--- src/rtl/vga_pkg.sv ---
// Shared VGA definitions: standard mode timing sets, the {R, G, B} packing
// order of pixel words, and the raster total helpers.
package vga_pkg;

    typedef struct packed {
        int h_active;
        int h_fp;
        int h_sync;
        int h_bp;
        int v_active;
        int v_fp;
        int v_sync;
        int v_bp;
        bit h_pol;
        bit v_pol;
    } vga_mode_t;

    localparam vga_mode_t MODE_640X480_60 = '{
        h_active: 640, h_fp: 16, h_sync: 96,  h_bp: 48,
        v_active: 480, v_fp: 10, v_sync: 2,   v_bp: 33,
        h_pol: 1'b0,   v_pol: 1'b0
    };

    localparam vga_mode_t MODE_800X600_72 = '{
        h_active: 800, h_fp: 56, h_sync: 120, h_bp: 64,
        v_active: 600, v_fp: 37, v_sync: 6,   v_bp: 23,
        h_pol: 1'b1,   v_pol: 1'b1
    };

    // Channel index within a pixel word; red occupies the most significant field.
    typedef enum int {
        CH_BLUE  = 0,
        CH_GREEN = 1,
        CH_RED   = 2
    } rgb_channel_t;

    // Per-position raster flags carried through the alignment delay.
    typedef struct packed {
        logic act;
        logic hs;
        logic vs;
    } raster_flags_t;

    localparam raster_flags_t FLAGS_IDLE = '0;

    function automatic int h_total(input int active, input int fp, input int sync, input int bp);
        return active + fp + sync + bp;
    endfunction

    function automatic int v_total(input int active, input int fp, input int sync, input int bp);
        return active + fp + sync + bp;
    endfunction

    function automatic int rgb_lsb(input rgb_channel_t ch, input int ch_bits);
        return int'(ch) * ch_bits;
    endfunction

endpackage

--- src/rtl/vga_delay_line.sv ---
// Fixed-depth shift register with synchronous reset to a per-bit value;
// a depth of zero collapses to a straight wire.
module vga_delay_line #(
    parameter int               DEPTH       = 1,
    parameter int               WIDTH       = 1,
    parameter logic [WIDTH-1:0] RESET_VALUE = '0
) (
    input  logic             clk,
    input  logic             srst,
    input  logic [WIDTH-1:0] din,
    output logic [WIDTH-1:0] dout
);

    if (DEPTH == 0) begin : g_wire
        assign dout = din;
    end else begin : g_shift
        for (genvar gi = 0; gi < DEPTH; gi++) begin : g_stage
            logic [WIDTH-1:0] stage_in;
            logic [WIDTH-1:0] stage_reg;

            if (gi == 0) begin : g_first
                assign stage_in = din;
            end else begin : g_chain
                assign stage_in = g_stage[gi-1].stage_reg;
            end

            always_ff @(posedge clk) begin
                if (srst) begin
                    stage_reg <= RESET_VALUE;
                end else begin
                    stage_reg <= stage_in;
                end
            end
        end

        assign dout = g_stage[DEPTH-1].stage_reg;
    end

endmodule

--- src/rtl/vga_timing_gen.sv ---
// Raster timing generator: x/y counters, sync/blank decode and an alignment
// delay so sync, blanking and returned colour leave the block together.
module vga_timing_gen
    import vga_pkg::*;
#(
    parameter int H_ACTIVE   = MODE_640X480_60.h_active,
    parameter int H_FP       = MODE_640X480_60.h_fp,
    parameter int H_SYNC     = MODE_640X480_60.h_sync,
    parameter int H_BP       = MODE_640X480_60.h_bp,
    parameter int V_ACTIVE   = MODE_640X480_60.v_active,
    parameter int V_FP       = MODE_640X480_60.v_fp,
    parameter int V_SYNC     = MODE_640X480_60.v_sync,
    parameter int V_BP       = MODE_640X480_60.v_bp,
    parameter bit H_POL      = MODE_640X480_60.h_pol,
    parameter bit V_POL      = MODE_640X480_60.v_pol,
    parameter int PIPE_DELAY = 0,
    parameter int CH_BITS    = 4,
    localparam int H_TOTAL   = h_total(H_ACTIVE, H_FP, H_SYNC, H_BP),
    localparam int V_TOTAL   = v_total(V_ACTIVE, V_FP, V_SYNC, V_BP),
    localparam int XW        = $clog2(H_TOTAL),
    localparam int YW        = $clog2(V_TOTAL)
) (
    input  logic                   clk25,
    input  logic                   reset,
    output logic [XW-1:0]          req_x,
    output logic [YW-1:0]          req_y,
    output logic                   req_valid,
    output logic                   line_start,
    output logic                   frame_start,
    input  logic [3*CH_BITS-1:0]   rgb_in,
    output logic [CH_BITS-1:0]     red_out,
    output logic [CH_BITS-1:0]     green_out,
    output logic [CH_BITS-1:0]     blue_out,
    output logic                   hsync,
    output logic                   vsync,
    output logic                   de_out
);

    if (H_ACTIVE < 1 || H_FP < 1 || H_SYNC < 1 || H_BP < 1 ||
        V_ACTIVE < 1 || V_FP < 1 || V_SYNC < 1 || V_BP < 1 ||
        PIPE_DELAY < 0 || PIPE_DELAY > 15 || CH_BITS < 1) begin : g_bad_params
        $error("vga_timing_gen: timing parameters must be >= 1 and PIPE_DELAY within 0..15");
    end

    localparam logic [XW-1:0] X_LAST   = XW'(H_TOTAL - 1);
    localparam logic [YW-1:0] Y_LAST   = YW'(V_TOTAL - 1);
    localparam logic [XW-1:0] X_ACT    = XW'(H_ACTIVE);
    localparam logic [YW-1:0] Y_ACT    = YW'(V_ACTIVE);
    localparam logic [XW-1:0] HS_FIRST = XW'(H_ACTIVE + H_FP);
    localparam logic [XW-1:0] HS_LAST  = XW'(H_ACTIVE + H_FP + H_SYNC - 1);
    localparam logic [YW-1:0] VS_FIRST = YW'(V_ACTIVE + V_FP);
    localparam logic [YW-1:0] VS_LAST  = YW'(V_ACTIVE + V_FP + V_SYNC - 1);

    localparam int R_LSB = rgb_lsb(CH_RED, CH_BITS);
    localparam int G_LSB = rgb_lsb(CH_GREEN, CH_BITS);
    localparam int B_LSB = rgb_lsb(CH_BLUE, CH_BITS);

    logic [XW-1:0] x_reg;
    logic [YW-1:0] y_reg;
    raster_flags_t raw_flags;
    raster_flags_t dly_flags;

    always_ff @(posedge clk25) begin
        if (reset) begin
            x_reg <= '0;
            y_reg <= '0;
        end else if (x_reg == X_LAST) begin
            x_reg <= '0;
            y_reg <= (y_reg == Y_LAST) ? '0 : y_reg + 1'b1;
        end else begin
            x_reg <= x_reg + 1'b1;
        end
    end

    // Vertical sync spans whole lines, so it decodes from y alone.
    always_comb begin
        raw_flags     = FLAGS_IDLE;
        raw_flags.act = (x_reg < X_ACT) && (y_reg < Y_ACT);
        raw_flags.hs  = (x_reg >= HS_FIRST) && (x_reg <= HS_LAST);
        raw_flags.vs  = (y_reg >= VS_FIRST) && (y_reg <= VS_LAST);
    end

    assign req_x       = x_reg;
    assign req_y       = y_reg;
    assign req_valid   = raw_flags.act;
    assign line_start  = (x_reg == '0);
    assign frame_start = (x_reg == '0) && (y_reg == '0);

    vga_delay_line #(
        .DEPTH       (PIPE_DELAY),
        .WIDTH       ($bits(raster_flags_t)),
        .RESET_VALUE (FLAGS_IDLE)
    ) u_flag_delay (
        .clk  (clk25),
        .srst (reset),
        .din  (raw_flags),
        .dout (dly_flags)
    );

    // Final stage samples the upstream colour in the same edge the delayed
    // flags arrive, keeping colour, blanking and sync phase-aligned.
    always_ff @(posedge clk25) begin
        if (reset) begin
            de_out    <= 1'b0;
            red_out   <= '0;
            green_out <= '0;
            blue_out  <= '0;
            hsync     <= ~H_POL;
            vsync     <= ~V_POL;
        end else begin
            de_out    <= dly_flags.act;
            red_out   <= dly_flags.act ? rgb_in[R_LSB +: CH_BITS] : '0;
            green_out <= dly_flags.act ? rgb_in[G_LSB +: CH_BITS] : '0;
            blue_out  <= dly_flags.act ? rgb_in[B_LSB +: CH_BITS] : '0;
            hsync     <= dly_flags.hs ~^ H_POL;
            vsync     <= dly_flags.vs ~^ V_POL;
        end
    end

endmodule

--- config.mk ---
export PLATFORM = sky130hd
export DESIGN_NAME = vga_timing_gen
export DESIGN_NICKNAME = d
export VERILOG_FILES = /design/src/rtl/vga_pkg.sv /design/src/rtl/vga_delay_line.sv /design/src/rtl/vga_timing_gen.sv
export SDC_FILE = /design/constraint.sdc
export NUM_CORES = 1
export LEC_CHECK = 0
export BUFFER_PORTS_ARGS = -buffer_cell sky130_fd_sc_hd__buf_2
export CAP_MARGIN = 15
export CORE_MARGIN = 1
export CORE_UTILIZATION = 49
export DETAILED_ROUTE_END_ITERATION = 16
export HOLD_SLACK_MARGIN = 0.05
export PLACE_DENSITY = 0.78
export SLEW_MARGIN = 10
export SYNTH_ARGS = -nofsm -noshare
export SYNTH_HDL_FRONTEND = slang
export SYNTH_SLANG_ARGS = --single-unit
--- constraint.sdc ---
create_clock -name clk25 -period 2.2 [get_ports clk25]
set_clock_uncertainty 0.05 [all_clocks]
set_input_delay 0.44 -clock clk25 [delete_from_list [all_inputs] [get_ports clk25]]
set_output_delay 0.44 -clock clk25 [all_outputs]
set_load 0.01 [all_outputs]
* Yosys cells after proc, flatten, opt, wreduce, memory -nomap -nowiden
Index checks and enable logic that the tools add are counted.
** Word-level totals
- Register bits :: 35
- Output and inout bits :: 38
- Logic and storage cells :: 30
** Cells by class
- Add/subtract/negate cells :: 2
- Muxes and demuxes :: 1
- Equality and inequality tests :: 2
- Bitwise gates (word level) :: 3
- Reduce and logical (&&, ||, !) cells :: 8
- Order comparisons :: 6
** Operators with widths (number)
- $add 10x1->10 const B :: 2
- $eq 10x10->1 const B :: 2
- $logic_not 10->1 :: 2
- $ge 10x10->1 const B :: 1
- $ge 10x9->1 const B :: 1
- $le 10x10->1 const B :: 1
- $le 10x9->1 const B :: 1
- $lt 10x10->1 const B :: 1
- $lt 10x9->1 const B :: 1
- $mux 10 :: 1
- $logic_and 1x1->1 :: 4
- $reduce_or 2->1 :: 2
- $not 1->1 :: 3

* Logic depth before layout (Yosys ltp)
Gate-level depths: netlist of run 1.
- Depth in word-level cells :: 4
- Depth in mapped cells :: 6
- Mapped depth without buffers :: 6

* Cells and area by module
A second synthesis of run 1 with hierarchy kept.
** Unflattened totals
- Cell total of the unflattened synthesis :: 164
- Area, all modules :: 1495.2 um^2
** Modules (own cells, without submodules)
- vga_timing_gen :: cells an instance 161, area each 1472.7 um^2, instances 1, sequential area each 700.7 um^2
- vga_delay_line :: cells an instance 3, area each 22.5 um^2, instances 1, sequential area each 0.0 um^2

* Least setup slack after synthesis of run 1
OpenSTA, ideal clock, no wires.
- Kind :: reg-to-output
- Start :: register x_reg[7], in the netlist req_x[7]
- End :: output frame_start
- Buffers on the path :: 0
- Data required time :: 1710 ps
- Data arrival time :: 1597 ps
- Cell stages (with the launch flop) :: 5
- Setup slack :: 113 ps
- Cells stage by stage :: dfxtp_1 -> or2_2 -> or3_1 -> nor3_1 -> and4_1
** Between the ends
- Cells in the longest elaborated chain, start to end :: 2
** RTL lines
- start: declaration :: line vga_timing_gen.sv:58 : logic [XW-1:0] x_reg;
- start signal: assignment :: line vga_timing_gen.sv:71 : x_reg <= x_reg + 1'b1;
- $logic_not 10->1
- net line_start :: line vga_timing_gen.sv:28 : output logic line_start,
- $logic_and 1x1->1 :: line vga_timing_gen.sv:87 : assign frame_start = (x_reg == '0) && (y_reg == '0);
- end: declaration :: line vga_timing_gen.sv:29 : output logic frame_start,
The timed path passes the listed nets, and every way through them passes these cells.

* Worst setup path in the final report of run 1
- Start :: register x_reg[8], in the netlist req_x[8]
- End :: output frame_start
** Between the ends
- Cells in the longest elaborated chain, start to end :: 2
** RTL lines (line)
- $logic_not 10->1 :: vga_timing_gen.sv:87
- $logic_and 1x1->1 :: vga_timing_gen.sv:87
No other way between the ends.

==> results of run 1 <==
cell families (layout without fill, tap and decap cells):
kind of cell    count (synthesis)  after routing
buf+inv                        16             76
simple gates                   82             82
mux                             1              1
xor+xnor                       13             13
fa+ha+maj                       4              4
compound gates                 11             11
flops                          35             35
worst max-delay path by stage:
stage	startpoint	end	slack, ps	cells after the start
3_3_place_gp	req_x[7]	frame_start	190	5
2_1_floorplan	req_x[7]	frame_start	110	4
3_5_place_dp	req_x[7]	frame_start	120	5
6_report	req_x[8]	frame_start	-90	5
5_1_grt	req_x[8]	frame_start	-140	5
4_1_cts	req_x[8]	frame_start	-110	5
worst max-delay path, stage by stage (launching register included):
cell and delay [ps]:
dfxtp_4 350, or2_4 240, or3_4 340, nor3_4 210
and4_1 200, buf_2 120
through the flow:
step	setup TNS (ps)	setup slack, ps
after floorplan	0	113
after global placement	0	187
after detailed placement	0	115
after CTS	-111	-111
after global routing	-182	-142
final	-101	-89.4
per-layer routing:
layer / vias up / wire (um) / share of wire [%] / GRT usage (%)
met4: 0 / 89 / 2.5 / 10.8
met1: 653 / 1480 / 41 / 28.2
met5: - / 0 / 0 / 0
li1: 688 / - / - / -
met3: 8 / 230 / 6.4 / 6.35
met2: 49 / 1820 / 50 / 37.0
placed cells by master, fill, tap and decap left out, drive strengths merged:
| cell | instances |
|---|---|
| nor2b | 3 |
| bufinv | 2 |
| o221ai | 1 |
| or3 | 2 |
| nand4 | 5 |
| or4 | 2 |
| clkbuf | 6 |
| ha | 4 |
| a211oi | 1 |
| xnor2 | 9 |
| o31ai | 1 |
| buf | 60 |
| inv | 8 |
| nand3b | 1 |
| xor2 | 4 |
| or2 | 2 |
| nor3 | 5 |
| a21oi | 5 |
| and2 | 1 |
| dfxtp | 35 |
| or4bb | 2 |
| and4 | 2 |
| mux2i | 1 |
| and3 | 16 |
| nand3 | 10 |
| nor4 | 7 |
| nand2 | 7 |
| o21ai | 3 |
| nor2 | 17 |
power breakdown:
group	internal (W)	switching, W
Combinational	0.0000455	0.0000466
Clock	0.000355	0.000213
Sequential	0.000648	0.0000100
Total	0.00105	0.000270
area by class of cell:
cell class                      instances  area share (%)
Inverter                                8            1.54
Clock buffer                            6            2.12
Multi-Input combinational cell        111            38.1
Timing Repair Buffer                   60            16.9
Tap cell                               31            1.99
Clock inverter                          2            3.08
Sequential cell                        35            36.3
sequential cells by signal (all words and copies together) (netlist names):
name,cells
blue_out,4
de_out,1
green_out,4
hsync,1
red_out,4
req_x,10
req_y,10
vsync,1
repair_timing:
item | CTS | global route
resized for setup | 6 | 4
cloned | 0 | 0
endpoints found under the setup margin | 2 | 2
pin swaps | 4 | 3
setup buffers | 3 | 2
==> impl_metrics.py, run 1 <==
metrics = {
    "clocking": {
        "cts_hold_buf": 0,
        "cts_tree": "done",
        "clk_latency_ps": 340,
        "cts_buffers": 5,
        "path_clk_slew_ps": 110,
        "cts_root_buffer": "clkbuf_4",
        "cts.path.max_buffers": 2,
        "htree_levels": 2,
        "cts_num_sinks": 35,
    },
    "detailed_routing": {
        "num_vias": 1398,
        "viasPerCell": 5.53,
        "drc_errors": 2,
        "wl_um": 3620,
        "drtIter0Drc": 48,
        "first_pass_iters": 10,
        "drt.antenna.violating_nets": 0,
        "wl_per_cell_um": 14.3,
    },
    "layout": {
        "final-instance-count-excl-fill": 253,
        "register_area_sq_um": 708,
        "fillerInstances": 244,
        "drive_gt1_share_pct": 36.9,
        "diodes": 0,
        "multi_input_area_sq_um": 744,
        "synthToLayoutAreaGrowth_pct": 30.3,
        "fin_nets": 239,
        "fin_util_pct": 69.0,
        "fin_area_sq_mm": 0.00195,
    },
    "yosys": {
        "synth_fa_ha_area_share_pct": 3.34,
        "ys_top_cells_by_area": "dfxtp_1 (47%), and3_1 (5.8%), xnor2_1 (5.3%)",
        "yosysTopAreaCell": "dfxtp_1",
        "syn_inst": 162,
        "synth_top_family_by_area": "simple AND/OR/NAND/NOR gates",
        "synth_area_sq_mm": 0.00150,
        "ys_ff_latch": 35,
        "synthFlopType": "dfxtp_1",
        "synthMostInstantiatedCell": "dfxtp_1",
        "ys_warn_count": 0,
        "synth-simple-area-share_pct": 32.0,
        "synth_nets": 180,
        "synth_cell_types": 37,
        "async_flop_share_pct": 0,
        "muxShareOfSynthArea_pct": 0.668,
        "yosysTopAreaCellShare_pct": 46.8,
        "avgSynthCellArea_sq_um": 9.24,
        "synth_xor_area_share_pct": 7.60,
        "synth_compound_area_share_pct": 4.51,
        "synthTopCellsByCount": "dfxtp_1 (35), nor2_1 (17), and3_1 (14)",
        "seq_area_frac_synth_pct": 46.8,
        "synth_edf_count": 0,
    },
    "sta": {
        "fmax_mhz": 437,
        "finalHoldViolCount": 0,
        "slew_viol_final": 0,
        "rsz0062_at_grt": "yes",
        "worst_slew_pin_slew_ps": 514,
        "max-slew-margin-rel_pct": 65.4,
        "fin_crit_sh_pct": 104,
        "finalCriticalPeriod_ps": 2290,
        "setup_ws_ps": -89.4,
        "finalSetupViolations": 2,
        "holdWs_ps": 273,
    },
    "die": {
        "die_h_um": 57.3,
        "die_area_sq_mm": 0.00328,
        "floorplan.initialDensity_pct": 52.9,
        "die_w_um": 57.3,
        "coreArea_sq_mm": 0.00283,
        "io_pins": 52,
        "rows": 19,
    },
    "placed_design": {
        "dpl_cell_area_sq_mm": 0.00178,
        "io_buffer_count": 51,
        "hpwl_um": 2510,
        "place.gp.congestion": 0.916,
        "place_inst": 240,
    },
    "hold_path": {
        "min_path_type": "in2reg",
        "whs_path_depth": 2,
        "worstHoldStart": "rgb_in[8]",
        "worstHoldEndpoint": "red_out[0]",
    },
    "worst_setup_path": {
        "r2r_setup_slack_ps": 170,
        "r2r_end": "req_y[7]",
        "path_class": "reg2out",
        "cp_max_fo": 2,
        "critPathCaptureType": "output port",
        "ff2ff_path_depth": 6,
        "critPathLaunchType": "register",
        "required_ps": 1710,
        "crit_arrival_ps": 1800,
        "r2r-start": "req_x[0]",
    },
    "outcome": {
        "status": "finished with violations",
        "violations": "DRC, setup timing",
    },
    "power_and_ir_drop": {
        "power_w": 0.00132,
        "power_density_mw_per_mm2": 675,
        "irDropWorstVdd_uv": 589,
        "p_leak_nw": 0.881,
    },
    "global_routing": {
        "first_global_vias": 1239,
        "grt_remaining_overflow": 0,
        "grt_max_degree": 18,
        "antenna_found_initial": 0,
        "grt_first_pass_wirelength_um": 5690,
        "grt_usage_pct": 22.9,
    },
    "job": {
        "maxCapViolCount": 0,
    },
}
No activity file was read; power rests on OpenSTA's default activity.
==> run 2: changes to the inputs <==
ABC_AREA = 1   (was default)
CORE_MARGIN = default   (was 1)
CORE_UTILIZATION = 50   (was 49)
==> run 2 against run 1 <==
  * The run now ends clean
  * Maximum frequency increased by 14%
  * Final cell count increased by 32%
  * Count of clock-buffer cells in the layout decreased by 1
  * Design area increased by 2.8%
  * Critical path depth increased by 2
  * Clock power decreased by 38%
  * Core utilization decreased by 4.3 points
  * Combinational power decreased by 2%
  * Global-route usage decreased by 1.6 points
  * Critical endpoint unchanged
==> impl_metrics.py, run 2 <==
metrics = {
    "yosys": {
        "synth_nets": 252,
        "yosysTopAreaCell": "dfxtp_1",
        "async_flop_share_pct": 0,
        "ys_ff_latch": 35,
        "synthFlopType": "dfxtp_1",
        "ys_top_cells_by_area": "dfxtp_1 (42%), inv_1 (11%), nor2_1 (9.5%)",
        "avgSynthCellArea_sq_um": 7.06,
        "ys_warn_count": 0,
        "syn_inst": 234,
        "synth_cell_types": 25,
        "yosysTopAreaCellShare_pct": 42.4,
        "synthTopCellsByCount": "inv_1 (47), nor2_1 (42), nand2_1 (41)",
        "seq_area_frac_synth_pct": 42.4,
        "synth_area_sq_mm": 0.00165,
        "synthMostInstantiatedCell": "inv_1",
        "synth_edf_count": 0,
    },
    "die": {
        "die_w_um": 59.5,
        "floorplan.initialDensity_pct": 53.3,
        "io_pins": 52,
        "rows": 20,
        "die_h_um": 59.5,
        "coreArea_sq_mm": 0.00310,
        "die_area_sq_mm": 0.00354,
    },
    "hold_path": {
        "min_path_type": "in2reg",
    },
    "global_routing": {
        "first_global_vias": 1331,
        "grt_remaining_overflow": 0,
        "grt_max_degree": 14,
        "antenna_found_initial": 0,
        "grt_first_pass_wirelength_um": 5540,
        "grt_usage_pct": 21.2,
    },
    "placed_design": {
        "place.gp.congestion": 0.866,
        "place_inst": 327,
        "io_buffer_count": 51,
        "hpwl_um": 2650,
        "place_ws_ps": 514,
    },
    "sta": {
        "setup_ws_ps": 198,
        "fmax_mhz": 500,
        "finalCriticalPeriod_ps": 2000,
        "rsz0062_at_grt": "no",
        "slew_viol_final": 0,
        "finalSetupViolations": 0,
        "fin_setup_tns_ps": 0,
        "worst_slew_pin_slew_ps": 298,
        "max-slew-margin-rel_pct": 80.1,
        "fin_crit_sh_pct": 91.0,
        "finalHoldViolCount": 0,
        "holdWs_ps": 242,
    },
    "detailed_routing": {
        "wl_um": 3380,
        "first_pass_iters": 4,
        "wl_per_cell_um": 10.1,
        "viasPerCell": 4.68,
        "drt.antenna.violating_nets": 0,
        "drtIter0Drc": 162,
        "drc_errors": 0,
        "num_vias": 1569,
    },
    "clocking": {
        "cts_buffers": 5,
        "cts.path.max_buffers": 2,
        "cts_num_sinks": 35,
        "cts_resized": 0,
        "cts_root_buffer": "clkbuf_4",
        "cts_hold_buf": 0,
        "clk_latency_ps": 350,
        "path_clk_slew_ps": 110,
        "htree_levels": 2,
        "post_cts_buffers": 0,
        "cts_tree": "done",
    },
    "worst_setup_path": {
        "crit_arrival_ps": 1510,
        "critPathLaunchType": "register",
        "cp_max_fo": 8,
        "path_class": "reg2out",
        "required_ps": 1710,
        "critPathCaptureType": "output port",
    },
    "layout": {
        "mostFrequentLayoutCell": "buf_2",
        "final-instance-count-excl-fill": 335,
        "drive_gt1_share_pct": 27.1,
        "mostFrequentLayoutCells": "buf_2 (51), inv_1 (47), nor2_1 (42)",
        "synthToLayoutAreaGrowth_pct": 21.4,
        "fin_nets": 308,
        "diodes": 0,
    },
    "power_and_ir_drop": {
        "irDropWorstVdd_uv": 429,
        "p_leak_nw": 0.987,
        "power_density_mw_per_mm2": 550,
    },
    "job": {
        "maxCapViolCount": 0,
    },
    "outcome": {
        "status": "completed",
    },
}
-- run 2: cell types whose count changed after synthesis, sizes merged, moves of 3 or more --
| cell | delta |
|---|---|
| clkbuf | -5 |
| nand2 | +41 |
| inv | +39 |
| xnor2 | -9 |
| nor2 | +34 |
| nor4 | -7 |
| nor2b | -3 |
| xor2 | -3 |
| nand4 | +3 |
| and3 | -16 |
| nand3 | +5 |
-- run 2: kinds of logic (layout without fill, tap and decap cells) --
| logic type | count (synthesis) | in the layout | synth area share, % |
|---|---|---|---|
| AOI/OAI and AO/OA | 16 | 16 | 5.68 |
| and+or+nand+nor | 129 | 129 | 36.6 |
| DFF | 35 | 35 | 42.4 |
| buffers and inverters | 49 | 106 | 11.8 |
| xor gates and xnor gates | 1 | 1 | 0.530 |
| adders and majority gates | 4 | 4 | 3.03 |
-- run 2: critical path, stage by stage, from the launching register on --
cell     delay [ps]
dfxtp_1         390
inv_1            90
ha_1            140
nand2_1          50
nor2_1           90
nand4_1         140
nor3_2          140
buf_2           150
-- run 2: through the flow --
| step | instance area [sq um] | power, W | util (%) |
|---|---|---|---|
| floorplan | 1650 | 0.000726 | - |
| finish | 2010 | 0.00110 | 64.7 |
| global route | 2010 | 0.00116 | 64.7 |
| CTS | 2000 | 0.00111 | 64.5 |
| global placement | 1940 | 0.000763 | 62.7 |
| detailed placement | 1940 | 0.000766 | 62.7 |
-- run 2: final timing paths --
check | from | endpoint | slack (ps) | depth (start not counted)
max reg2reg | req_x[0] | req_y[4] | 510 | 8
max | req_x[0] | frame_start | 200 | 7
min reg2reg | req_x[0] | req_x[0] | 480 | 1
min | rgb_in[5] | green_out[1] | 240 | 3
-- run 2: cell type report --
cell class,instances,area [sq um]
clock buffers,5,37.5
clock inverters,3,20.0
fillers,307,1100
inverters,47,176
multi-input cells,150,762
flip-flops and latches,35,701
well taps,44,55.1
repair buffers,51,255
-- run 2: report_power, final --
group / switching (W) / internal (W) / leakage (nW) / total [W]
Clock: 0.000231 / 0.000122 / 0.0272 / 0.000352
Combinational: 0.0000523 / 0.0000381 / 0.674 / 0.0000904
Sequential: 0.00000958 / 0.000651 / 0.286 / 0.000660
Total: 0.000292 / 0.000811 / 0.987 / 0.00110
-- run 2: routing by layer --
metal / vias to the layer above / global-route usage, % / wire length (um) / share of wire [%]
met2: 48 / 36.4 / 1670 / 49
met5: - / 0 / 0 / 0
li1: 831 / - / - / -
met4: 0 / 8.97 / 59 / 1.7
met3: 8 / 5.24 / 160 / 4.7
met1: 682 / 25.2 / 1490 / 44
